`src/rtl/fft_input_loader_if.sv`:
```
// Stream, RAM-write and core-control signals shared between the FFT input
// loader (slave) and whatever drives it (master).
interface fft_input_loader_if #(
  parameter int N_SAMPLES  = 8,
  parameter int DATA_WIDTH = 16
);
  localparam int AW = $clog2(N_SAMPLES);

  logic                    in_valid;
  logic                    in_ready;
  logic [DATA_WIDTH-1:0]   in_re;
  logic [DATA_WIDTH-1:0]   in_im;
  logic                    wr_en;
  logic [AW-1:0]           wr_addr;
  logic [2*DATA_WIDTH-1:0] wr_data;
  logic                    fft_start;
  logic                    fft_finish;
  logic                    busy;
  logic [15:0]             frame_cnt;

  modport master (
    output in_valid, in_re, in_im, fft_finish,
    input  in_ready, wr_en, wr_addr, wr_data, fft_start, busy, frame_cnt
  );

  modport slave (
    input  in_valid, in_re, in_im, fft_finish,
    output in_ready, wr_en, wr_addr, wr_data, fft_start, busy, frame_cnt
  );
endinterface

```
`src/rtl/fft_input_loader.sv`:
```
// FFT input loader: collects one frame of complex samples, writes each to
// the working RAM at its bit-reversed index, kicks the core with a one-cycle
// start pulse and blocks new input until the core reports completion.
module fft_input_loader #(
  parameter int N_SAMPLES  = 8,
  parameter int DATA_WIDTH = 16
) (
  input  logic               clk,
  input  logic               rst,
  fft_input_loader_if.slave  bus
);
  localparam int AW = $clog2(N_SAMPLES);
  localparam logic [AW-1:0] LAST_IDX = AW'(N_SAMPLES - 1);

  typedef enum logic [1:0] {S_LOAD, S_FLUSH, S_START, S_WAIT} state_t;

  state_t                  state_q, state_d;
  logic [AW-1:0]           idx_q, idx_d;
  logic [AW-1:0]           idx_rev;
  logic [15:0]             frame_cnt_q, frame_cnt_d;
  logic                    in_ready_q, in_ready_d;
  logic                    wr_en_q, wr_en_d;
  logic [AW-1:0]           wr_addr_q, wr_addr_d;
  logic [2*DATA_WIDTH-1:0] wr_data_q, wr_data_d;
  logic                    fft_start_q, fft_start_d;
  logic                    handshake;

  // Mirror the sample index bit order to get the RAM address.
  for (genvar gi = 0; gi < AW; gi++) begin : g_bitrev
    assign idx_rev[gi] = idx_q[AW-1-gi];
  end

  // in_ready is registered, so a handshake depends only on the current state.
  assign handshake = (state_q == S_LOAD) && in_ready_q && bus.in_valid;

  // Next-state and next-output logic.
  always_comb begin
    state_d     = state_q;
    idx_d       = idx_q;
    frame_cnt_d = frame_cnt_q;
    wr_addr_d   = wr_addr_q;
    wr_data_d   = wr_data_q;
    wr_en_d     = 1'b0;
    case (state_q)
      S_LOAD: begin
        if (handshake) begin
          wr_en_d   = 1'b1;
          wr_addr_d = idx_rev;
          wr_data_d = {bus.in_re, bus.in_im};
          if (idx_q == LAST_IDX) begin
            idx_d   = '0;
            state_d = S_FLUSH;
          end else begin
            idx_d = idx_q + AW'(1);
          end
        end
      end
      S_FLUSH: state_d = S_START;
      S_START: state_d = S_WAIT;
      S_WAIT: begin
        if (bus.fft_finish) begin
          frame_cnt_d = frame_cnt_q + 16'd1;
          state_d     = S_LOAD;
        end
      end
      default: state_d = S_LOAD;
    endcase
    // Start pulse lands in the START cycle, after the last write has issued.
    fft_start_d = (state_q == S_FLUSH);
    in_ready_d  = (state_d == S_LOAD);
  end

  // State and registered outputs; reset abandons any frame in progress.
  always_ff @(posedge clk or posedge rst) begin
    if (rst) begin
      state_q     <= S_LOAD;
      idx_q       <= '0;
      frame_cnt_q <= '0;
      in_ready_q  <= 1'b0;
      wr_en_q     <= 1'b0;
      wr_addr_q   <= '0;
      wr_data_q   <= '0;
      fft_start_q <= 1'b0;
    end else begin
      state_q     <= state_d;
      idx_q       <= idx_d;
      frame_cnt_q <= frame_cnt_d;
      in_ready_q  <= in_ready_d;
      wr_en_q     <= wr_en_d;
      wr_addr_q   <= wr_addr_d;
      wr_data_q   <= wr_data_d;
      fft_start_q <= fft_start_d;
    end
  end

  assign bus.in_ready  = in_ready_q;
  assign bus.wr_en     = wr_en_q;
  assign bus.wr_addr   = wr_addr_q;
  assign bus.wr_data   = wr_data_q;
  assign bus.fft_start = fft_start_q;
  assign bus.busy      = (state_q != S_LOAD);
  assign bus.frame_cnt = frame_cnt_q;
endmodule

```
`src/flat_wrapper.sv`:
```
// flat-port wrapper written by rule: the top's interface ports become plain ports
module fft_input_loader_flat 
#(
  parameter int N_SAMPLES  = 8,
  parameter int DATA_WIDTH = 16
)
  (clk, rst, bus_in_valid, bus_in_re, bus_in_im, bus_fft_finish, bus_in_ready, bus_wr_en, bus_wr_addr, bus_wr_data, bus_fft_start, bus_busy, bus_frame_cnt);
  fft_input_loader_if #(.N_SAMPLES(N_SAMPLES), .DATA_WIDTH(DATA_WIDTH)) bus_i ();
  input  logic clk;
  input  logic rst;
  input wire logic [$bits(bus_i.in_valid)-1:0] bus_in_valid;
  input wire logic [$bits(bus_i.in_re)-1:0] bus_in_re;
  input wire logic [$bits(bus_i.in_im)-1:0] bus_in_im;
  input wire logic [$bits(bus_i.fft_finish)-1:0] bus_fft_finish;
  output wire logic [$bits(bus_i.in_ready)-1:0] bus_in_ready;
  output wire logic [$bits(bus_i.wr_en)-1:0] bus_wr_en;
  output wire logic [$bits(bus_i.wr_addr)-1:0] bus_wr_addr;
  output wire logic [$bits(bus_i.wr_data)-1:0] bus_wr_data;
  output wire logic [$bits(bus_i.fft_start)-1:0] bus_fft_start;
  output wire logic [$bits(bus_i.busy)-1:0] bus_busy;
  output wire logic [$bits(bus_i.frame_cnt)-1:0] bus_frame_cnt;
  assign bus_i.in_valid = bus_in_valid;
  assign bus_i.in_re = bus_in_re;
  assign bus_i.in_im = bus_in_im;
  assign bus_i.fft_finish = bus_fft_finish;
  assign bus_in_ready = bus_i.in_ready;
  assign bus_wr_en = bus_i.wr_en;
  assign bus_wr_addr = bus_i.wr_addr;
  assign bus_wr_data = bus_i.wr_data;
  assign bus_fft_start = bus_i.fft_start;
  assign bus_busy = bus_i.busy;
  assign bus_frame_cnt = bus_i.frame_cnt;
  fft_input_loader #(.N_SAMPLES(N_SAMPLES), .DATA_WIDTH(DATA_WIDTH)) u_core (.clk(clk), .rst(rst), .bus(bus_i));
endmodule
```
`config.mk`:
```
export PLATFORM = sky130hd
export DESIGN_NAME = fft_input_loader_flat
export DESIGN_NICKNAME = d
export VERILOG_FILES = /design/src/rtl/fft_input_loader_if.sv /design/src/rtl/fft_input_loader.sv /design/src/flat_wrapper.sv
export SDC_FILE = /design/constraint.sdc
export NUM_CORES = 1
export LEC_CHECK = 0
export ABC_AREA = 1
export CAP_MARGIN = 20
export CORE_MARGIN = 3
export CORE_UTILIZATION = 48
export DETAILED_ROUTE_END_ITERATION = 8
export HOLD_SLACK_MARGIN = 0.05
export PLACE_DENSITY = 0.93
export SETUP_SLACK_MARGIN = 0.05
export SLEW_MARGIN = 5
export SYNTH_ARGS = -nofsm -noshare
export SYNTH_HDL_FRONTEND = slang
export SYNTH_SLANG_ARGS = --single-unit
```
`constraint.sdc`:
```
create_clock -name clk -period 4.9 [get_ports clk]
set_input_delay 0.735 -clock clk [delete_from_list [all_inputs] [get_ports clk]]
set_output_delay 0.735 -clock clk [all_outputs]
set_load 0.05 [all_outputs]
```
Word level (Yosys, flattened, before mapping)
Cells that the tools add are included.
{"block": "classes", "addsub": 2, "n_eq_ne": 4, "n_mux": 7, "n_reduce_logical": 7}
{"op": "$add 16x1->16 const B", "count": 1}
{"op": "$pmux 2 s4", "count": 1}
{"op": "$mux 2", "count": 3}
{"op": "$eq 2x2->1 const B", "count": 2}
{"op": "$logic_not 2->1", "count": 2}
{"op": "$reduce_and 2->1", "count": 2}
{"op": "$add 3x1->3 const B", "count": 1}
{"op": "$eq 3x3->1 const B", "count": 1}
{"op": "$mux 3", "count": 1}
{"op": "$eq 2x1->1 const B", "count": 1}
{"op": "$logic_and 1x1->1", "count": 2}
{"op": "$mux 1", "count": 2}
{"op": "$reduce_bool 2->1", "count": 1}
{"block": "word_totals", "ff_bits": 59, "in_bits": 36, "out_inout_bits": 55, "wordCells": 28}

Depth between registers and ports, before layout
{"block": "logic_depth", "depth_word": 6, "ltp_mapped": 9, "depth_no_buf": 9}

Worst setup path before layout
Ideal clock, no wire load.
{"block": "synth_path", "kind": "reg-to-reg", "start": "register u_core.frame_cnt_q[1] (netlist: u_core.bus.frame_cnt[1])", "end": "register u_core.frame_cnt_q[14] (netlist: u_core.bus.frame_cnt[14])", "setup_time_ns": 0.123, "t_arrival_ns": 1.454, "required_ns": 4.777, "slack_ns": 3.323, "path_stages_with_launch": 7, "path_buffers": 0, "synth_period_minus_slack_ns": 1.577, "cell_sequence": "dfrtp_1 ha_1 nand3_1 nor2_4 nand2_1 o21ai_0 nand2_1"}
{"block": "synth_between", "elab_chain_len": 1}
{"element": "from (decl)", "line_no": "fft_input_loader.sv:20", "source": "logic [15:0] frame_cnt_q, frame_cnt_d;"}
{"element": "from (signal assigned)", "line_no": "fft_input_loader.sv:87", "source": "frame_cnt_q <= frame_cnt_d;"}
{"element": "$add 16x1->16", "line_no": "fft_input_loader.sv:62", "source": "frame_cnt_d = frame_cnt_q + 16'd1;"}
Every way passes these cells.
A chain may end at the register's enable or synchronous reset.

Worst setup path after layout
{"block": "layout_path", "start": "register u_core.state_q[0]", "end": "output port bus_busy"}
{"block": "layout_between", "elab_chain_len": 1}
{"element": "from (decl)", "line_no": "fft_input_loader.sv:17", "source": "state_t state_q, state_d;"}
{"element": "from (signal assigned)", "line_no": "fft_input_loader.sv:85", "source": "state_q <= state_d;"}
{"element": "$reduce_bool 2->1", "line_no": "fft_input_loader.sv:101", "source": "assign bus.busy = (state_q != S_LOAD);"}
{"element": "to (decl)", "line_no": "flat_wrapper.sv:20", "source": "output wire logic [$bits(bus_i.busy)-1:0] bus_busy;"}
Every way passes these cells.

==> metrics.txt <==
outcome=completed; CP Data Required Time=4.16 ns; hold crit path type=reg -> reg; final setup fails=0; DIE AREA=6104 sq um; P_int=1.314 mW; final antenna-violating net count=0; P&R area growth vs syn=45.09%; clk_skew=0.008537 ns; hold buffers post-CTS=0; Worst slew margin=52.02%; asr flop ratio synth=100.0%; cell taking the most area after synthesis=dfrtp_1; Gate power share=51.0%; Achievable Freq=0.4067 GHz; largest cells by area after synthesis=dfrtp_1 (59%), nand2_1 (20%), inv_1 (2.6%), xor2_1 (2.5%), nor2_4 (2.3%); Startpoint Class=flip-flop; Setup WS pre-CTS=2.540 ns; pwr dens=685.6 nW/um^2; total of warnings raised by yosys=0; Layout Nets=412; Clock Path Buffers=2; setup ws final=2.441 ns; Final Max Slew Viols=0; drc violations=0; Tot GR Track Use=21.13%; Lkg Pwr=1.747 nW; Clock Power Share=16.2%; die width=78.13 microns; CTS clk-pin slew, worst paths=0.07 ns; total power draw=2.484 mW; Crit-path slowest cell=clkdlybuf4s50_1; CP delay by family, top=buffers and inverters; vias in the first global route=2102; Wirelength per Cell=13.73 microns; CTS tree=built; via count=2126; critical path class=reg -> out; H-tree depth=3; NetSw=1.170 mW; WHS=0.4809 ns; critical-path maximum fanout=4; first-pass GRT wire length=10010 microns; Worst VDD drop=0.5460 mV; Crit path buffers/inverters=2; iteration count of the initial detailed-routing pass=4; # clock sinks=59; distinct cell type count after synthesis=23; Post-Syn Instances=278; sequential share of the synthesized area=59.12%; post_cts resized=0; DRT iter0 DRCs=122; Ports=91; Antenna Cells=0; I/O Buffers=90; Setup TNS=0 ns; largest net degree at the start of global routing=60; GPL Wtd Cong=0.7980; Sw Share=47.10%; CP max stage delay=0.80 ns; top cells by count, synth=nand2_1 (136), dfrtp_1 (59), inv_1 (17); post-route clock period utilization=50.17%; most common cell in the synthesized netlist=nand2_1; Detail Placement HPWL=4394 microns; total of max-cap violations=0; initial core utilization=51.18%; post-CTS setup buffers=0; core region area=4880 sq um; clk_lat worst skew=0.33 ns; Row Count=25; share of layout cells above drive strength 1=7.162%; Synth Register Bits=59; post-synth top area share=59.12%; gr ovfl total=0; RSZ-0062 raised after global routing=false; worst slew pin tran=0.7197 ns; Finished Core Util=74.26%; CTS Buf Count=9; Final min period=2.459 ns; Detailed Route WL=6094 microns; Mapped Nets=317; clk root buf=clkbuf_8; Syn Std Cell Area=2497 sq um; Die Y-Extent=78.13 microns; Syn Area/Cell=8.983 sq um; initial antenna violation count=0; CP arrival=1.72 ns; Cell Chain, Critical Path=nor2_4 -> inv_1 -> clkdlybuf4s50_1; Reg power frac=32.7%; ys flop type=dfrtp_1; CP Capture Type=output pin; EDFF count, synth=0; DR vias/cell=4.788; final hold vios=0
==> through the flow <==
step	area, sq um	instances
floorplan	2497	278
global placement	3448	429
detailed placement	3448	429
CTS	3623	444
global route	3623	444
finish	3623	444
==> logic make-up (layout without fill, tap and decap cells) <==
| family | after synthesis | after routing | synth area share, % |
|---|---|---|---|
| simple gates | 170 | 170 | 28.91 |
| flops | 59 | 59 | 59.12 |
| buf+inv | 27 | 126 | 4.859 |
| xor+xnor | 11 | 11 | 3.858 |
| compound gates | 8 | 8 | 1.754 |
| fa+ha+maj | 3 | 3 | 1.503 |
==> final cells by class <==
class | instances | area (sq um)
Fill cell | 338 | 1256
Tap cell | 67 | 83.83
Multi-Input combinational cell | 192 | 899.6
Timing Repair Buffer | 92 | 915.9
Clock inverter | 3 | 40.04
Inverter | 19 | 72.57
Clock buffer | 12 | 135.1
Sequential cell | 59 | 1476
==> placed cells by master (no fill, tap or decap) <==
| cell | instances |
|---|---|
| o21bai_1 | 1 |
| clkdlybuf4s50_1 | 90 |
| nand2_1 | 136 |
| o22ai_1 | 1 |
| nor2_2 | 1 |
| inv_2 | 2 |
| nand3_4 | 1 |
| dfrtp_1 | 59 |
| xor2_1 | 7 |
| xnor2_1 | 4 |
| clkinv_2 | 3 |
| nand3b_1 | 1 |
| nand3_1 | 8 |
| nor2_4 | 5 |
| buf_4 | 2 |
| nand2_2 | 2 |
| o21ai_0 | 6 |
| inv_1 | 16 |
| clkbuf_1 | 3 |
| nand4_1 | 2 |
| nor2_1 | 13 |
| ha_1 | 3 |
| bufinv_16 | 1 |
| nand3_2 | 1 |
| clkbuf_8 | 9 |
==> path summary, 6_finish.rpt <==
path,startpoint,end,slack [ns],cells after the start
hold reg to reg,u_core.bus.wr_data[2]$_DFFE_PP0P_,u_core.bus.wr_data[2]$_DFFE_PP0P_,0.48,2
setup reg to reg,u_core.state_q[0]$_DFF_PP0_,u_core.idx_q[0]$_DFFE_PP0P_,3.10,6
hold / removal,u_core.bus.wr_data[2]$_DFFE_PP0P_,u_core.bus.wr_data[2]$_DFFE_PP0P_,0.48,2
setup / recovery,u_core.state_q[0]$_DFF_PP0_,bus_busy,2.44,3
max in group asynchronous,rst,u_core.bus.frame_cnt[1]$_DFFE_PP0P_,3.49,3
min in group asynchronous,rst,u_core.bus.wr_data[6]$_DFFE_PP0P_,0.93,3
==> power groups by stage <==
stage	clock (mW)	sequential [mW]	combinational (mW)
6_report	0.404	0.813	1.27
5_1_grt	0.429	0.835	1.34
4_1_cts	0.411	0.812	1.28
3_5_place_dp	0	0.814	1.27
3_3_place_gp	0	0.809	1.24
2_1_floorplan	0	1.39	0.243
==> sequential cells by signal, indices dropped and copies added (netlist names) <==
register,count
u_core.bus.wr_data,32
u_core.bus.frame_cnt,16
u_core.bus.wr_addr,3
u_core.idx_q,3
u_core.state_q,2
u_core.bus.fft_start,1
u_core.bus.in_ready,1
u_core.bus.wr_en,1
==> per-layer routing <==
layer	GRT usage [%]	vias up	share of wire [%]
li1	-	1036	-
met1	24.64	1010	40
met2	37.67	66	53
met3	3.555	14	4.2
met4	10.14	0	2.7
met5	0	-	0
==> worst min-delay path: cells and delay by family, from the launching register on <==
family	cells	cell delay, ns
flip-flops	1	0.35
AND/OR/NAND/NOR	2	0.10
No activity file was read; power rests on OpenSTA's default activity.
